### src/rtl/jtag_cmd_arbiter.sv
// jtag_cmd_arbiter: shares one tap_FSM between two command requesters.
// Arbitration is per transaction (a burst of commands ending in 'last'),
// round-robin on contention. The owner keeps the command and shift paths
// until its last command has executed and the TAP queue has drained.
// Optional macro JTAG_ARB_TIMEOUT_EN adds an idle-owner watchdog that
// forces a CLOSE_TEST command and releases a stalled owner.

`ifndef CMD_JTAG_CLOSE_TEST
`define CMD_JTAG_CLOSE_TEST 4'h8
`endif

module jtag_cmd_arbiter #(
  parameter int CMD_LEN     = 4,
  parameter int CYCLE_LEN   = 28,
  parameter int TIMEOUT_LEN = 16
) (
  input  logic                 clk,
  input  logic                 rst,
  input  logic [CMD_LEN-1:0]   req0_cmd,
  input  logic [CYCLE_LEN-1:0] req0_cycle_num,
  input  logic                 req0_last,
  input  logic                 req0_valid,
  output logic                 req0_ready,
  input  logic                 req0_shift_in,
  input  logic                 req0_shift_ready,
  output logic                 req0_shift_out,
  output logic                 req0_shift_valid,
  input  logic [CMD_LEN-1:0]   req1_cmd,
  input  logic [CYCLE_LEN-1:0] req1_cycle_num,
  input  logic                 req1_last,
  input  logic                 req1_valid,
  output logic                 req1_ready,
  input  logic                 req1_shift_in,
  input  logic                 req1_shift_ready,
  output logic                 req1_shift_out,
  output logic                 req1_shift_valid,
  output logic [CMD_LEN-1:0]   tap_cmd,
  output logic [CYCLE_LEN-1:0] tap_cycle_num,
  output logic                 tap_cmd_valid,
  input  logic                 tap_cmd_ready,
  input  logic                 tap_cmd_done,
  input  logic                 tap_shift,
  input  logic                 tap_shift_out,
  output logic                 tap_shift_in,
  output logic                 tap_shift_ready,
  output logic [1:0]           grant
);

  typedef enum logic [1:0] {
    IDLE  = 2'd0,
    GRANT = 2'd1,
    DRAIN = 2'd2
`ifdef JTAG_ARB_TIMEOUT_EN
    ,
    ABORT = 2'd3
`endif
  } state_t;

  state_t     state_reg, state_next;
  logic [1:0] grant_reg, grant_next;
  logic       rr_reg, rr_next;

  // Requester signals gathered into vectors so the owner can be indexed.
  logic [CMD_LEN-1:0]   req_cmd [2];
  logic [CYCLE_LEN-1:0] req_cycle_num [2];
  logic [1:0]           req_valid, req_last, req_shift_in, req_shift_ready;
  logic [1:0]           cmd_ready, shift_out_vec, shift_valid_vec;
  logic                 owner;
  logic                 accept;

  assign req_cmd[0]       = req0_cmd;
  assign req_cmd[1]       = req1_cmd;
  assign req_cycle_num[0] = req0_cycle_num;
  assign req_cycle_num[1] = req1_cycle_num;
  assign req_valid        = {req1_valid, req0_valid};
  assign req_last         = {req1_last, req0_last};
  assign req_shift_in     = {req1_shift_in, req0_shift_in};
  assign req_shift_ready  = {req1_shift_ready, req0_shift_ready};

  // grant is one-hot, so bit 1 alone identifies the owner.
  assign owner  = grant_reg[1];
  assign accept = (state_reg == GRANT) && req_valid[owner] && tap_cmd_ready;
  assign grant  = grant_reg;

`ifdef JTAG_ARB_TIMEOUT_EN
  logic [TIMEOUT_LEN-1:0] timeout_cnt_reg, timeout_cnt_next;

  // Watchdog counts owner cycles without an accept; cleared outside GRANT.
  always_comb begin
    timeout_cnt_next = '0;
    if (state_reg == GRANT && !accept)
      timeout_cnt_next = timeout_cnt_reg + {{(TIMEOUT_LEN-1){1'b0}}, 1'b1};
  end

  // Watchdog counter register.
  always_ff @(posedge clk) begin
    if (rst) timeout_cnt_reg <= '0;
    else     timeout_cnt_reg <= timeout_cnt_next;
  end
`endif

  // Next-state, grant/round-robin update and the command path mux.
  always_comb begin
    state_next    = state_reg;
    grant_next    = grant_reg;
    rr_next       = rr_reg;
    tap_cmd       = '0;
    tap_cycle_num = '0;
    tap_cmd_valid = 1'b0;
    cmd_ready     = 2'b00;
    case (state_reg)
      IDLE: begin
        // Grant only; no command is accepted in the arbitration cycle.
        if (|req_valid) begin
          state_next = GRANT;
          if (req_valid == 2'b11) grant_next = rr_reg ? 2'b10 : 2'b01;
          else                    grant_next = req_valid;
        end
      end
      GRANT: begin
        tap_cmd          = req_cmd[owner];
        tap_cycle_num    = req_cycle_num[owner];
        tap_cmd_valid    = req_valid[owner];
        cmd_ready[owner] = tap_cmd_ready;
        if (accept && req_last[owner]) state_next = DRAIN;
`ifdef JTAG_ARB_TIMEOUT_EN
        else if (!accept && timeout_cnt_reg == '1) state_next = ABORT;
`endif
      end
      DRAIN: begin
        // Queue empty: release and hand priority to the other requester.
        if (tap_cmd_done) begin
          state_next = IDLE;
          grant_next = 2'b00;
          rr_next    = ~owner;
        end
      end
`ifdef JTAG_ARB_TIMEOUT_EN
      ABORT: begin
        tap_cmd       = CMD_LEN'(`CMD_JTAG_CLOSE_TEST);
        tap_cmd_valid = 1'b1;
        if (tap_cmd_ready) state_next = DRAIN;
      end
`endif
      default: begin
        state_next = IDLE;
        grant_next = 2'b00;
      end
    endcase
  end

  // State, grant and round-robin pointer registers.
  always_ff @(posedge clk) begin
    if (rst) begin
      state_reg <= IDLE;
      grant_reg <= 2'b00;
      rr_reg    <= 1'b0;
    end else begin
      state_reg <= state_next;
      grant_reg <= grant_next;
      rr_reg    <= rr_next;
    end
  end

  // Shift return path: only the owner sees TDO and shift activity.
  for (genvar gi = 0; gi < 2; gi++) begin : g_req
    assign shift_out_vec[gi]   = grant_reg[gi] & tap_shift_out;
    assign shift_valid_vec[gi] = grant_reg[gi] & tap_shift;
  end

  // Shift source follows grant; with no owner the TAP sees idle data.
  always_comb begin
    tap_shift_in    = 1'b0;
    tap_shift_ready = 1'b1;
    if (|grant_reg) begin
      tap_shift_in    = req_shift_in[owner];
      tap_shift_ready = req_shift_ready[owner];
    end
  end

  assign req0_ready       = cmd_ready[0];
  assign req1_ready       = cmd_ready[1];
  assign req0_shift_out   = shift_out_vec[0];
  assign req1_shift_out   = shift_out_vec[1];
  assign req0_shift_valid = shift_valid_vec[0];
  assign req1_shift_valid = shift_valid_vec[1];

endmodule

### config.mk
export PLATFORM = sky130hd
export DESIGN_NAME = jtag_cmd_arbiter
export DESIGN_NICKNAME = d
export VERILOG_FILES = /design/src/rtl/jtag_cmd_arbiter.sv
export SDC_FILE = /design/constraint.sdc
export NUM_CORES = 1
export LEC_CHECK = 0
export CAP_MARGIN = 20
export CORE_UTILIZATION = 27
export CTS_CLUSTER_SIZE = 14
export DETAILED_ROUTE_END_ITERATION = 10
export GPL_TIMING_DRIVEN = 0
export PLACE_DENSITY = 0.86
export SLEW_MARGIN = 5
export SYNTH_ARGS = -nofsm -noshare
export SYNTH_HDL_FRONTEND = slang
export SYNTH_SLANG_ARGS = --single-unit
export TNS_END_PERCENT = 1
### constraint.sdc
create_clock -name clk -period 2.2 [get_ports clk]
set_input_delay 0.44 -clock clk [delete_from_list [all_inputs] [get_ports clk]]
set_output_delay 0.44 -clock clk [all_outputs]
set_load 0.01 [all_outputs]
==> Yosys cells after proc, flatten, opt, wreduce, memory -nomap -nowiden <==
Cells that the tools add are included.
W data, S select, Z words.
{ "word_totals": {"reg_bits": 5, "out_inout_bits": 43} }
{ "op_classes": {"order_cmp": 3, "eq_ne": 6, "n_mux": 30, "bitwise": 8, "n_reduce_logical": 10} }
{ "ops": {"columns": ["cell", "count"], "rows": [
  ["$mux W28", 4],
  ["$mux W4", 4],
  ["$mux W2", 7],
  ["$mux W1", 12],
  ["$pmux W2 S3", 2],
  ["$reduce_and A3 Y1", 2],
  ["$and A1 B1 Y1", 4],
  ["$eq A2 B2 Y1 const B", 2],
  ["$logic_and A1 B1 Y1", 4],
  ["$ne A2 B2 Y1 const B", 2],
  ["$reduce_or A2 Y1", 2],
  ["$and A2 B2 Y2", 1],
  ["$eq A2 B1 Y1 const B", 1],
  ["$ge A2 B2 Y1 const B", 1],
  ["$logic_not A2 Y1", 1],
  ["$lt A1 B2 Y1 const B", 1],
  ["$ne A2 B1 Y1 const B", 1],
  ["$not A1 Y1", 2],
  ["$not A1 Y2", 1],
  ["$reduce_and A2 Y1", 1],
  ["$demux W1 S1", 1],
  ["$ge A1 B1 Y1 const B", 1]
]} }

==> Logic depth before layout (Yosys ltp) <==
{ "depth": {"word_depth": 7, "depth_mapped": 5, "mapped_depth_nobuf": 3} }

==> Worst setup path before layout <==
No wires, ideal clock.
{ "synth_path": {"path_type": "reg2out", "start": "reg grant_reg[1] (netlist: grant[1])", "end": "out tap_cmd[0]", "t_arrival_ns": 1.011, "slack_ns": 0.749, "path_stages_with_launch": 6, "path_cell_list": "dfxtp_1 > buf_6 > buf_12 > buf_12 > mux2i_1 > nor2_1"} }
{ "synth_via": {"elab_chain_cells": 5} }
{ "synth_lines": {"columns": ["element", "line_no", "rtl"], "rows": [
  ["from (decl)", "60", "logic [1:0] grant_reg, grant_next;"],
  ["from (signal assigned)", "160", "grant_reg <= grant_next;"],
  ["$not A1 Y2 (not written as such)", "121", "tap_cmd = req_cmd[owner];"],
  ["$mux W4 (not written as such) (3 in a row)", "121", null],
  ["$mux W4", "111", "case (state_reg)"],
  ["to (decl)", "37", "output logic [CMD_LEN-1:0] tap_cmd,"]
]} }
Every way passes these cells. The select of a mux whose other input is x is not followed.

==> Worst setup path after layout <==
{ "layout_path": {"start": "reg grant_reg[1] (netlist: grant[1])", "end": "out tap_cycle_num[8]"} }
{ "layout_via": {"elab_chain_cells": 5} }
{ "layout_lines": {"columns": ["element", "line_no", "rtl"], "rows": [
  ["$not A1 Y2 (not written as such)", "122", "tap_cycle_num = req_cycle_num[owner];"],
  ["$mux W28 (not written as such) (3 in a row)", "122", null],
  ["$mux W28", "111", null],
  ["to (decl)", "38", "output logic [CYCLE_LEN-1:0] tap_cycle_num,"]
]} }
Every way passes these cells. The select of a mux whose other input is x is not followed.

==> out/results.ini <==
[outcome]
status = completed

[pwr]
vdd_ir_drop_max_mv = 0.190
pwr-share-comb = 0.677
total_internal_power_mw = 0.453
static-leakage-power_nw = 0.968
total_switching_power_mw = 0.207
power_switching_share = 0.313
power.clock.fraction = 0.167
total_power_mw = 0.660
power_per_cell_area_mw_per_mm2 = 295
sequentialPowerShare = 0.156

[global_route]
grt_antenna_before_repair = 0
globalRouteTotalUtil = 0.165
first_global_vias = 1103
first_pass_grt_wire_length_mm = 4.57
grt_overflow_total = 0
grt_start_max_net_pins = 11

[clocking]
cts_tree = yes
worstSkewPairLatency_ns = 0.25
cts_buffer_depth = 2
htreeDepth = 1
cts-hold-fix-buffers = 0
cts_sinks = 5
total_cts_buffers = 3
cts_root_buf = sky130_fd_sc_hd__clkbuf_4
clock_transition_at_the_register_clock_pins_on_the_worst_setup_and_hold_paths_after_cts_ns = 0.05
post-cts-setup-buffers = 0

[detailed_routing]
met3_wirelength_um = 468
met1_length_mm = 1.32
routed-wl-met2_mm = 1.57
initialDrtViolationCount = 27
detail_route.vias_per_cell = 4.53
firstDrtPassIters = 4
routedWlPerCell_um = 11.9
wl_mm = 3.39
drc = 0
maxUsedRoutingLayer = met4
dr_total_vias = 1287
drt.antenna.violating_nets = 0

[critical_path]
setup.worst_path.class = flop to output pin
worstPathMaxFanout = 10
worstSetupStartpointType = flop
critical_path_arrival_ns = 1.68
timing.critical_path.required_ns = 1.76
setup.worst_path.end_class = output pin
worstRegToRegCells = 4

[floorplanning]
number_of_i_o_pins = 121
initial_core_util = 0.292
core_mm2 = 0.00315
fp.dieArea_mm2 = 0.00365
number_of_rows_in_the_core_area = 20
vertical_die_dimension_um = 60.4
die_width_um = 60.4

[sta]
finalHoldViolations = 0
drv_slew = 0
fin_crit_sh = 0.964
worst_slew_margin_rel = 0.826
min_period_ns = 2.12
fmax_mhz = 471
final.setup_skew_ns = 0.00214
rsz_0062_raised_after_global_routing = true
final.setup.worst_slack_ns = 0.0791
tightestPinTransition_ns = 0.260
setup_viol = 0

[logic_synthesis]
synth_compound_gate_area_share = 0.0815
synth.avg_cell_area_um2 = 7.94
synth_top_family_by_area = multiplexers
yosys.area_share.xor_xnor = 0
yosysSeqAreaShare = 0.109
synth_nets = 194
syn_area_um2 = 921
netlist_instances = 116
synthSimpleGateAreaFrac = 0.321
synth_seq_cells = 5
yosys_warnings = 0
multiplexer_share_of_the_synthesized_area = 0.359
post_synth_fa_ha_maj_area_fraction = 0
synth.lib_cells_used.distinct = 27

[final_layout]
mostFrequentLayoutCells = 107 x sky130_fd_sc_hd__clkdlybuf4s50_1, 32 x sky130_fd_sc_hd__mux2i_1, 20 x sky130_fd_sc_hd__nor2_2
area_growth_syn_to_layout_pct = 143
count_of_antenna_diodes_in_the_layout = 0
nets = 319
num-fill-cells = 263
layoutNonFillerInstCount = 284
final_layout_size_suffix_gt1_frac = 0.154
most_frequent_standard_cell_in_the_layout_excluding_fill_and_tap_cells = sky130_fd_sc_hd__clkdlybuf4s50_1

[placed_design]
count_of_buffers_inserted_at_the_top_level_ports = 120
detailedPlacementHpwl_mm = 2.88
dp_worst_setup_slack_ns = -0.138
place_congestion = 0.702
place_inst = 280

[hold_path]
min_delay_path_depth = 2
min_path_type = flop to flop

[flow_run]
max-cap-violations = 0

-- final timing paths --
check / start / to / slack [ns]
worst max-delay path: grant[1]$_SDFFE_PP0P_ / tap_cycle_num[8] / 0.08
worst min-delay path: grant[0]$_SDFFE_PP0P_ / grant[0]$_SDFFE_PP0P_ / 0.52
worst max register to register: grant[1]$_SDFFE_PP0P_ / state_reg[1]$_SDFFE_PP0P_ / 1.13
worst min register to register: grant[0]$_SDFFE_PP0P_ / grant[0]$_SDFFE_PP0P_ / 0.52
-- cell usage after synthesis --
| master | number | area, um2 |
|---|---|---|
| sky130_fd_sc_hd__o21ai_0 | 1 | 5.00 |
| sky130_fd_sc_hd__nand2b_1 | 2 | 12.5 |
| sky130_fd_sc_hd__o21bai_1 | 1 | 7.51 |
| sky130_fd_sc_hd__dfxtp_1 | 5 | 100 |
| sky130_fd_sc_hd__a21oi_1 | 2 | 10.0 |
| sky130_fd_sc_hd__inv_2 | 1 | 3.75 |
| sky130_fd_sc_hd__a41o_1 | 1 | 10.0 |
| sky130_fd_sc_hd__nand3_1 | 2 | 10.0 |
| sky130_fd_sc_hd__inv_1 | 2 | 7.51 |
| sky130_fd_sc_hd__nor4b_2 | 1 | 15.0 |
| sky130_fd_sc_hd__nor3_1 | 1 | 5.00 |
| sky130_fd_sc_hd__buf_4 | 1 | 7.51 |
| sky130_fd_sc_hd__and2_1 | 4 | 25.0 |
| sky130_fd_sc_hd__a32o_1 | 1 | 10.0 |
| sky130_fd_sc_hd__o21ai_1 | 2 | 10.0 |
| sky130_fd_sc_hd__o22a_1 | 1 | 8.76 |
| sky130_fd_sc_hd__o31ai_1 | 1 | 7.51 |
| sky130_fd_sc_hd__nor2b_1 | 2 | 12.5 |
| sky130_fd_sc_hd__buf_2 | 1 | 5.00 |
| sky130_fd_sc_hd__a31oi_1 | 1 | 6.26 |
| sky130_fd_sc_hd__nand2_1 | 5 | 18.8 |
| sky130_fd_sc_hd__nor2_1 | 17 | 63.8 |
| sky130_fd_sc_hd__buf_12 | 2 | 40.0 |
| sky130_fd_sc_hd__mux2i_1 | 33 | 330 |
| sky130_fd_sc_hd__nor2_2 | 20 | 125 |
| sky130_fd_sc_hd__buf_6 | 5 | 56.3 |
| sky130_fd_sc_hd__nand3b_1 | 1 | 7.51 |
-- final cells by class --
class / instances / area [um2] / area share
plain buffers: 9 / 111 / 0.0497
clock buffers: 4 / 26.3 / 0.0117
inverters: 3 / 11.3 / 0.00503
multi-input cells: 99 / 707 / 0.316
flip-flops and latches: 5 / 101 / 0.0453
well taps: 44 / 55.1 / 0.0246
repair buffers: 120 / 1230 / 0.548
-- routing by layer --
metal	vias up	GRT usage
met2	87	0.287
li1	643	-
met3	4	0.0448
met4	0	0.0598
met5	-	0
met1	553	0.194
-- worst max-delay path, cell delays in order (launching register included) --
cell,delay (ns)
sky130_fd_sc_hd__dfxtp_1,0.34
sky130_fd_sc_hd__buf_6,0.13
sky130_fd_sc_hd__buf_4,0.21
sky130_fd_sc_hd__mux2i_1,0.25
sky130_fd_sc_hd__nor2_2,0.04
sky130_fd_sc_hd__clkdlybuf4s50_1,0.47
-- power groups by stage --
stage / clock (mW) / sequential (mW) / combinational, mW
global route: 0.120 / 0.104 / 0.480
detailed placement: 0 / 0.104 / 0.454
global placement: 0 / 0.104 / 0.449
finish: 0.110 / 0.103 / 0.447
floorplan: 0 / 0.104 / 0.182
CTS: 0.112 / 0.103 / 0.456
-- metrics by stage --
step	util	setup TNS (ns)	instance area [um2]	hold slack (ns)
CTS	0.700	0	2210	0.532
floorplan	-	0	921	0.477
global route	0.710	-0.0190	2240	0.546
global placement	0.690	-0.113	2180	0.501
finish	0.710	0	2240	0.524
detailed placement	0.690	-0.138	2180	0.517
-- cell families after synthesis --
family,after synthesis
compound gates,11
buf+inv,12
flops,5
mux,33
simple gates,55
-- what timing repair did --
item,CTS,global route
setup endpoints to repair,3,31
resized for setup,4,13
endpoints found under the hold margin,0,0
No activity file was read; power rests on OpenSTA's default activity.
